<file path="config.mk">
export PLATFORM = sky130hd
export DESIGN_NAME = vga_timing_gen
export DESIGN_NICKNAME = d
export VERILOG_FILES = /design/src/rtl/vga_timing_gen.sv
export SDC_FILE = /design/constraint.sdc
export NUM_CORES = 1
export LEC_CHECK = 0
export ABC_AREA = 1
export BUFFER_PORTS_ARGS = -buffer_cell sky130_fd_sc_hd__buf_2
export CORE_MARGIN = 4
export CORE_UTILIZATION = 31
export DETAILED_ROUTE_END_ITERATION = 10
export GPL_TIMING_DRIVEN = 0
export HOLD_SLACK_MARGIN = 0.03
export PLACE_DENSITY_LB_ADDON = 0.3
export SLEW_MARGIN = 0
export SYNTH_ARGS = -nofsm -noshare
export SYNTH_HDL_FRONTEND = slang
export SYNTH_SLANG_ARGS = --single-unit
</file>
<file path="constraint.sdc">
create_clock -name clk -period 1.6 [get_ports clk]
set_clock_uncertainty 0.15 [all_clocks]
set_input_delay 0.08 -clock clk [delete_from_list [all_inputs] [get_ports clk]]
set_output_delay 0.08 -clock clk [all_outputs]
set_load 0.01 [all_outputs]
</file>
<file path="src/rtl/vga_timing_gen.sv">
`default_nettype none
// +------------------------------------------------------------------+
// | vga_timing_gen                                                   |
// | Raster counters plus registered sync/blank/coordinate decodes.   |
// | Rev 1.0                                                          |
// +------------------------------------------------------------------+
module vga_timing_gen #(
  parameter int   H_ACTIVE = 640,
  parameter int   H_FP     = 16,
  parameter int   H_SYNC   = 96,
  parameter int   H_BP     = 48,
  parameter int   V_ACTIVE = 480,
  parameter int   V_FP     = 10,
  parameter int   V_SYNC   = 2,
  parameter int   V_BP     = 33,
  parameter logic H_POL    = 1'b0,
  parameter logic V_POL    = 1'b0,
  parameter int   CW       = 10
) (
  input  logic          clk,
  input  logic          rst,
  input  logic          en,
  output logic          hsync,
  output logic          vsync,
  output logic          de,
  output logic [CW-1:0] x,
  output logic [CW-1:0] y,
  output logic          line_start,
  output logic          frame_start,
  output logic          vblank
);

  localparam int c_H_TOTAL = H_ACTIVE + H_FP + H_SYNC + H_BP;
  localparam int c_V_TOTAL = V_ACTIVE + V_FP + V_SYNC + V_BP;

  // One extra bit so boundary constants equal to 2**CW still compare correctly.
  localparam logic [CW:0] c_H_ACT  = (CW+1)'(H_ACTIVE);
  localparam logic [CW:0] c_HS_BEG = (CW+1)'(H_ACTIVE + H_FP);
  localparam logic [CW:0] c_HS_END = (CW+1)'(H_ACTIVE + H_FP + H_SYNC);
  localparam logic [CW:0] c_H_LAST = (CW+1)'(c_H_TOTAL - 1);
  localparam logic [CW:0] c_V_ACT  = (CW+1)'(V_ACTIVE);
  localparam logic [CW:0] c_VS_BEG = (CW+1)'(V_ACTIVE + V_FP);
  localparam logic [CW:0] c_VS_END = (CW+1)'(V_ACTIVE + V_FP + V_SYNC);
  localparam logic [CW:0] c_V_LAST = (CW+1)'(c_V_TOTAL - 1);

  if (c_H_TOTAL > 2**CW) begin : g_h_total_chk
    $error("vga_timing_gen: H_TOTAL exceeds 2**CW");
  end

  if (c_V_TOTAL > 2**CW) begin : g_v_total_chk
    $error("vga_timing_gen: V_TOTAL exceeds 2**CW");
  end

  logic [CW-1:0] r_hcnt;
  logic [CW-1:0] r_vcnt;
  logic          r_hsync;
  logic          r_vsync;
  logic          r_de;
  logic [CW-1:0] r_x;
  logic [CW-1:0] r_y;
  logic          r_line_start;
  logic          r_frame_start;
  logic          r_vblank;

  logic [CW:0]   w_hext;
  logic [CW:0]   w_vext;
  logic          w_h_wrap;
  logic          w_v_wrap;
  logic [CW-1:0] w_hcnt_nxt;
  logic [CW-1:0] w_vcnt_nxt;
  logic          w_h_vis;
  logic          w_v_vis;
  logic          w_de;
  logic          w_hs_act;
  logic          w_vs_act;
  logic          w_h_zero;
  logic          w_v_zero;

  assign w_hext   = {1'b0, r_hcnt};
  assign w_vext   = {1'b0, r_vcnt};
  assign w_h_wrap = (w_hext == c_H_LAST);
  assign w_v_wrap = (w_vext == c_V_LAST);

  always_comb begin
    w_hcnt_nxt = r_hcnt + CW'(1);
    w_vcnt_nxt = r_vcnt;
    if (w_h_wrap) begin
      w_hcnt_nxt = '0;
      w_vcnt_nxt = w_v_wrap ? '0 : r_vcnt + CW'(1);
    end
  end

  assign w_h_vis  = (w_hext < c_H_ACT);
  assign w_v_vis  = (w_vext < c_V_ACT);
  assign w_de     = w_h_vis & w_v_vis;
  assign w_hs_act = (w_hext >= c_HS_BEG) && (w_hext < c_HS_END);
  assign w_vs_act = (w_vext >= c_VS_BEG) && (w_vext < c_VS_END);
  assign w_h_zero = (r_hcnt == '0);
  assign w_v_zero = (r_vcnt == '0);

  // Outputs decode the counter values seen before the edge, so they lag by one enabled edge.
  always_ff @(posedge clk) begin
    if (rst) begin
      r_hcnt        <= '0;
      r_vcnt        <= '0;
      r_hsync       <= ~H_POL;
      r_vsync       <= ~V_POL;
      r_de          <= 1'b0;
      r_x           <= '0;
      r_y           <= '0;
      r_line_start  <= 1'b0;
      r_frame_start <= 1'b0;
      r_vblank      <= 1'b0;
    end else if (en) begin
      r_hcnt        <= w_hcnt_nxt;
      r_vcnt        <= w_vcnt_nxt;
      r_hsync       <= w_hs_act ? H_POL : ~H_POL;
      r_vsync       <= w_vs_act ? V_POL : ~V_POL;
      r_de          <= w_de;
      r_x           <= w_de ? r_hcnt : '0;
      r_y           <= w_de ? r_vcnt : '0;
      r_line_start  <= w_h_zero;
      r_frame_start <= w_h_zero & w_v_zero;
      r_vblank      <= ~w_v_vis;
    end else begin
      r_line_start  <= 1'b0;
      r_frame_start <= 1'b0;
    end
  end

  assign hsync       = r_hsync;
  assign vsync       = r_vsync;
  assign de          = r_de;
  assign x           = r_x;
  assign y           = r_y;
  assign line_start  = r_line_start;
  assign frame_start = r_frame_start;
  assign vblank      = r_vblank;

endmodule
`default_nettype wire

</file>
==> results of run 1 <==
==> what timing repair did <==
action                                  4_1_cts  5_1_grt
endpoints found under the hold margin         2        0
resized for setup                             8       31
endpoints found under the setup margin       16       30
setup buffers                                 3        6
hold buffers                                  1        0
pin swaps                                     1        5
==> placed cells by master, fill, tap and decap left out, types with 4 or more instances in the layout <==
master    instances
buf_4             7
buf_2            30
nor2_2            6
o21ai_0           8
nand4_1           6
buf_6             5
nand3_1          17
dfxtp_1          32
inv_1            27
inv_2             4
nand2_2           6
o21ai_1          12
nor2_1           37
nor3_1            7
nand2_1          87
a21oi_1           7
dfxtp_2          12
clkbuf_8          5
==> layout make-up <==
class,instances,area (µm²),area share
flip-flops and latches,46,943.4,0.3596
plain buffers,9,66.31,0.02527
inverters,31,116.4,0.04435
well taps,77,96.34,0.03672
clock buffers,5,68.82,0.02623
clock inverters,3,45.04,0.01717
multi-input cells,213,1054,0.4015
repair buffers,38,234.0,0.08917
==> worst max-delay path by stage <==
stage,startpoint,end,slack (ps),cells past startpoint
2_1_floorplan,r_hcnt[0],r_vcnt[3],150,9
6_report,r_hcnt[3],r_vcnt[0],90,8
5_1_grt,r_hcnt[1],r_vcnt[3],-10,9
3_3_place_gp,r_hcnt[1],r_vcnt[3],-190,8
3_5_place_dp,r_hcnt[0],r_vcnt[3],-180,8
4_1_cts,r_hcnt[0],r_vcnt[3],20,9
==> tightest hold or removal path, cell delays in order <==
cell and delay, ps:
buf_2 80, inv_1 70, nand2_4 80, buf_6 120, a21oi_1 40
==> flip-flops by register name (all words and copies together) (netlist names) <==
name	cells
de	1
r_vcnt	10
vsync	1
frame_start	1
hsync	1
x	10
vblank	1
line_start	1
y	10
r_hcnt	10
==> synth_stat cells, types with 2 or more instances <==
master	instances
nand2_1	91
dfxtp_1	46
nor2_1	39
inv_1	28
nand3_1	17
o21ai_1	11
o21ai_0	9
nor3_1	8
a21oi_1	7
nand4_1	6
buf_2	5
ha_1	4
nand2_2	4
nor2_2	4
clkbuf_1	3
inv_2	3
buf_6	2
nand3_2	2
nor2_4	2
nor3b_1	2
o31ai_1	2
xor2_1	2
==> power by group through the flow <==
stage | Combinational, W | Sequential (W) | Clock (W)
after global routing | 0.000168 | 0.00117 | 0.000954
final | 0.000152 | 0.00117 | 0.000870
after detailed placement | 0.000121 | 0.00120 | 0
after floorplan | 0.0000743 | 0.00120 | 0
after CTS | 0.000132 | 0.00117 | 0.000901
after global placement | 0.000122 | 0.00120 | 0
==> routing by layer <==
metal | share of wire | vias to the layer above
met3 | 0.052 | 6
met2 | 0.44 | 41
met5 | 0 | -
met4 | 0.015 | 0
li1 | - | 1040
met1 | 0.49 | 869
==> logic make-up after synthesis <==
group                      after synthesis  synth area share
adders and majority gates                4           0.02392
buffers and inverters                   41           0.08373
xor gates and xnor gates                 2          0.008375
and+or+nand+nor                        176            0.3654
AOI/OAI and AO/OA                       31           0.07835
DFF                                     46            0.4402
==> stage by stage <==
step	setup slack (ps)	TNS, ps	std cells	hold slack (ps)
2_1_floorplan	153.8	0	300	110.8
3_3_place_gp	-185.8	-1484	405	274.9
3_5_place_dp	-182.9	-1440	405	279.5
4_1_cts	23.63	0	417	64.38
5_1_grt	-9.814	-16.84	422	102.5
6_report	94.67	0	422	69.72
==> reports/qor.csv, run 1 <==
stage;metric;value;unit
setup_path;r2r-end;r_vcnt[0];
synth;synthCells;300;
grt;first_global_vias;1844;
grt;antenna_found_initial;0;
cells_and_area;syn_to_final_growth;25.42;%
setup_path;r2r_slack;90;ps
synth;syn_avg_cell_area;6.973;µm²
grt;grt_max_degree;16;
power;ir_worst_vdd;0.2950;mV
grt;grt.overflow.total;0;
die;die_h;90.15;µm
sta;max_freq;664.3;MHz
clock_tree;clk_path_buf_depth;2;
setup_path;startpoint_type;flip-flop;
grt;grt.met2_usage;0.2078;
setup_path;critPathMaxStageDelay;330;ps
power;p_seq_frac;0.534;
power;leakage;1.117;nW
status;status;finished clean;
detailed_routing;drcViolationCount;0;
power;p_int;0.001682;W
grt;grt_pass1_wl;8790;µm
synth;synth_nets;307;
synth;yosys_warnings;0;
sta;relSlewSlack;0.6056;
setup_path;crit_type;flip-flop to flip-flop;
setup_path;cp_max_fo;8;
detailed_routing;via_count;1956;
power;pwr-share-comb;0.069;
die;initial_core_util;0.3239;
clock_tree;cts.clk_slew.worst_paths;90;ps
setup_path;critPathCaptureType;flip-flop;
clock_tree;clock_latency;300;ps
setup_path;arrival;1590;ps
clock_tree;htreeDepth;2;
clock_tree;tritoncts;done;
die;ioPinCount;29;
cells_and_area;fin_nets;351;
sta;post-route-period-util;0.9408;
worst_hold_path;hp-class;input pin to flip-flop;
worst_hold_path;hold_start;rst;
sta;worst_pin_slew;591.5;ps
die;die_w;90.15;µm
grt;met3_usage;0.03339;
placement;portBuffers;28;
clock_tree;numClockSinks;46;
die;coreArea;6459;µm²
setup_path;cp_num_buf_inv;2;
worst_hold_path;whs_path_depth;5;
setup_path;cp_top_family;simple AND/OR/NAND/NOR gates;
synth;synthTopCellsByArea;dfxtp_1, nand2_1, nor2_1;
detailed_routing;ant_nets;0;
detailed_routing;wire_per_inst;12.03;µm
grt;grt_use_total;0.1316;
detailed_routing;via_per_inst;4.635;
sta;setup_viol;0;
detailed_routing;firstDrtPassIters;4;
synth;syn_area;2092;µm²
cells_and_area;final_area;2624;µm²
setup_path;r2r_start;r_hcnt[3];
synth;ys_ff_latch;46;
cells_and_area;n_fill_cell;693;
cells_and_area;diodes;0;
power;switching_power;0.0005082;W
placement;postPlaceCellArea;2328;µm²
cells_and_area;final_util;0.4062;
synth;synthDistinctLibCells;25;
sta;layout_min_cycle_time;1505;ps
setup_path;critPathRequiredTime;1690;ps
synth;yosysSeqAreaShare;0.4402;
grt;use_met1;0.1744;
setup_path;rr_worst_depth;8;
power;p_total;0.002190;W
die;rows;29;
flow_run;cap_violations;0;
sta;hold_viol;0;
synth;async_reset_ff_frac;0;
power;p_per_area;834.8;nW/µm²
detailed_routing;drtIter0Drc;94;
synth;synth_edf_count;0;
detailed_routing;drt_wl_total;5078;µm
placement;place_congestion;0.8795;
worst_hold_path;min_to;r_hcnt[9];
setup_path;cp_cell_sequence;buf_6 -> nand2_2 -> nor2_4 -> nand2_2 -> nor2_4 -> buf_4 -> o21ai_0 -> nor2_1;
grt;grt-busiest-layer;met2;
synth;yosys_most_used_dff;dfxtp_1;
power;clock_power_share;0.397;
synth;post-synth-top-area-cell;dfxtp_1;
clock_tree;cts_root_buf;clkbuf_8;
power;netSwitchingFraction;0.2320;
setup_path;cp_slowest_cell;dfxtp_2;
synth;yosys.area.top_type_share;0.4402;
placement;dp_hpwl;3770;µm
die;dieArea;8127;µm²
clock_tree;cts_buffers;5;
sta;final_max_slew_viol_count;0;
cells_and_area;layout-drive-gt1-share;0.2638;
Note: power is estimated with default switching activity, not from simulation.
==> run 2: changes to the inputs <==
Settings changed: CORE_UTILIZATION 31 to 45.
==> run 2 against run 1 <==
First-iteration DRC count up 100%. Critical path depth rose by 1. Sequential power about the same. Combinational power decreased by 14%. Sequential cell count unchanged. Hold slack improved by 16 ps. Wire length is 2.2% lower. Register-to-register slack got worse by 20 ps. Via count grew 2.0%. Design area shrank 4.4%. Clock power shrank 22%. Utilization grew 16 points. Highest routed layer unchanged.
==> reports/qor.csv, run 2 (same netlist as run 1, synthesis figures left out) <==
stage;metric;value;unit
status;status;finished clean;
die;die_h;76.18;µm
cells_and_area;layout-drive-gt1-share;0.2507;
detailed_routing;drt_wl_total;4967;µm
sta;layout_min_cycle_time;1524;ps
worst_hold_path;hold_start;en;
setup_path;critPathCaptureType;flip-flop;
sta;relSlewSlack;0.6593;
die;initial_core_util;0.4739;
detailed_routing;via_per_inst;5.051;
sta;max_freq;656.0;MHz
die;coreArea;4414;µm²
die;dieArea;5803;µm²
setup_path;startpoint_type;flip-flop;
sta;post-route-period-util;0.9528;
grt;first_global_vias;1793;
cells_and_area;diodes;0;
cells_and_area;syn_to_final_growth;19.86;%
placement;place_ws;-158.3;ps
grt;antenna_found_initial;0;
sta;hold_ws;85.52;ps
die;die_w;76.18;µm
worst_hold_path;whs_path_depth;3;
grt;grt_pass1_wl;8142;µm
clock_tree;numClockSinks;46;
clock_tree;cts.clk_slew.worst_paths;80;ps
power;ir_worst_vdd;0.2789;mV
detailed_routing;drtIter0Drc;189;
setup_path;r2r_start;r_hcnt[1];
setup_path;crit_type;flip-flop to flip-flop;
detailed_routing;wire_per_inst;12.57;µm
clock_tree;cts_buffers;5;
placement;portBuffers;28;
sta;final.setup.tns;0;ps
cells_and_area;final_util;0.5680;
setup_path;rr_worst_depth;9;
setup_path;crit_path_start;r_hcnt[1];
sta;final_max_slew_viol_count;0;
cells_and_area;n_fill_cell;447;
clock_tree;cts_root_buf;clkbuf_8;
detailed_routing;via_count;1995;
sta;worst_pin_slew;511.0;ps
clock_tree;clk_path_buf_depth;2;
grt;grt_max_degree;14;
power;p_per_area;788.7;nW/µm²
setup_path;critPathRequiredTime;1650;ps
flow_run;cap_violations;0;
placement;place_congestion;0.8706;
clock_tree;tritoncts;done;
placement;dp_hpwl;3492;µm
setup_path;cp_max_fo;5;
sta;setup_viol;0;
clock_tree;htreeDepth;2;
cells_and_area;layout_common_cells;nand2_1, dfxtp_1, nor2_1, buf_2, inv_1;
cells_and_area;fin_nets;350;
detailed_routing;firstDrtPassIters;4;
grt;grt.overflow.total;0;
clock_tree;clock_latency;300;ps
cells_and_area;final_common_cell;nand2_1;
die;rows;24;
worst_hold_path;hp-class;input pin to flip-flop;
detailed_routing;ant_nets;0;
die;ioPinCount;29;
sta;hold_viol;0;
detailed_routing;drcViolationCount;0;
setup_path;arrival;1580;ps
sta;setup_slack;75.54;ps
grt;grt_use_total;0.1670;
power;leakage;1.091;nW
==> run 2: area by class of cell <==
cell class                 count  area [µm²]  share of cell area
clock buffer                   5       68.82             0.02745
clock inverter                 2       10.01            0.003992
timing repair buffer          37       205.2             0.08184
sequential                    46       942.2              0.3757
tap                           52       65.06             0.02595
inverter                      31       116.4             0.04641
buffer                         9       58.81             0.02345
multi-input combinational    213        1041              0.4152
==> run 2: critical path: stages (launching register included) <==
cell	delay (ps)
dfxtp_4	390
ha_4	150
nand2_1	70
nor2_2	130
nand3_2	90
nand2_2	140
buf_6	140
nand2_1	50
nand3_1	70
inv_1	40
==> run 2: final timing paths <==
kind	endpoint	slack, ps
max	r_vcnt[3]	80
min	y[9]	90
max reg2reg	r_vcnt[3]	80
min reg2reg	y[9]	290
==> run 2: what timing repair did <==
| item | 4_1_cts | 5_1_grt |
|---|---|---|
| setup buffers | 1 | 6 |
| gates cloned | 0 | 1 |
| hold buffers | 1 | 0 |
| setup endpoints to repair | 11 | 14 |
| hold endpoints to repair | 2 | 0 |
| pin swaps | 1 | 4 |
| gates resized for setup | 6 | 24 |
==> run 2: per-stage QoR <==
step | area [µm²] | total power (W) | cells
floorplan | 2092 | 0.001275 | 300
detailed placement | 2297 | 0.001317 | 380
CTS | 2406 | 0.001989 | 389
global placement | 2297 | 0.001315 | 380
global route | 2507 | 0.002063 | 395
finish | 2507 | 0.001977 | 395
==> run 2: where the power goes <==
group	internal, W	total (W)	leakage, nW	switching (W)
clock network	0.000294	0.000678	0.0438	0.000384
registers	0.00116	0.00117	0.378	0.0000142
logic	0.0000450	0.000130	0.669	0.0000848
total	0.00149	0.00198	1.09	0.000483
==> run 2: metal layers <==
layer / vias up / wire [µm] / track usage
li1: 1034 / - / -
met1: 877 / 2420 / 0.2268
met2: 74 / 2106 / 0.2491
met3: 10 / 330 / 0.03901
met4: 0 / 110 / 0.07692
met5: - / 0 / 0
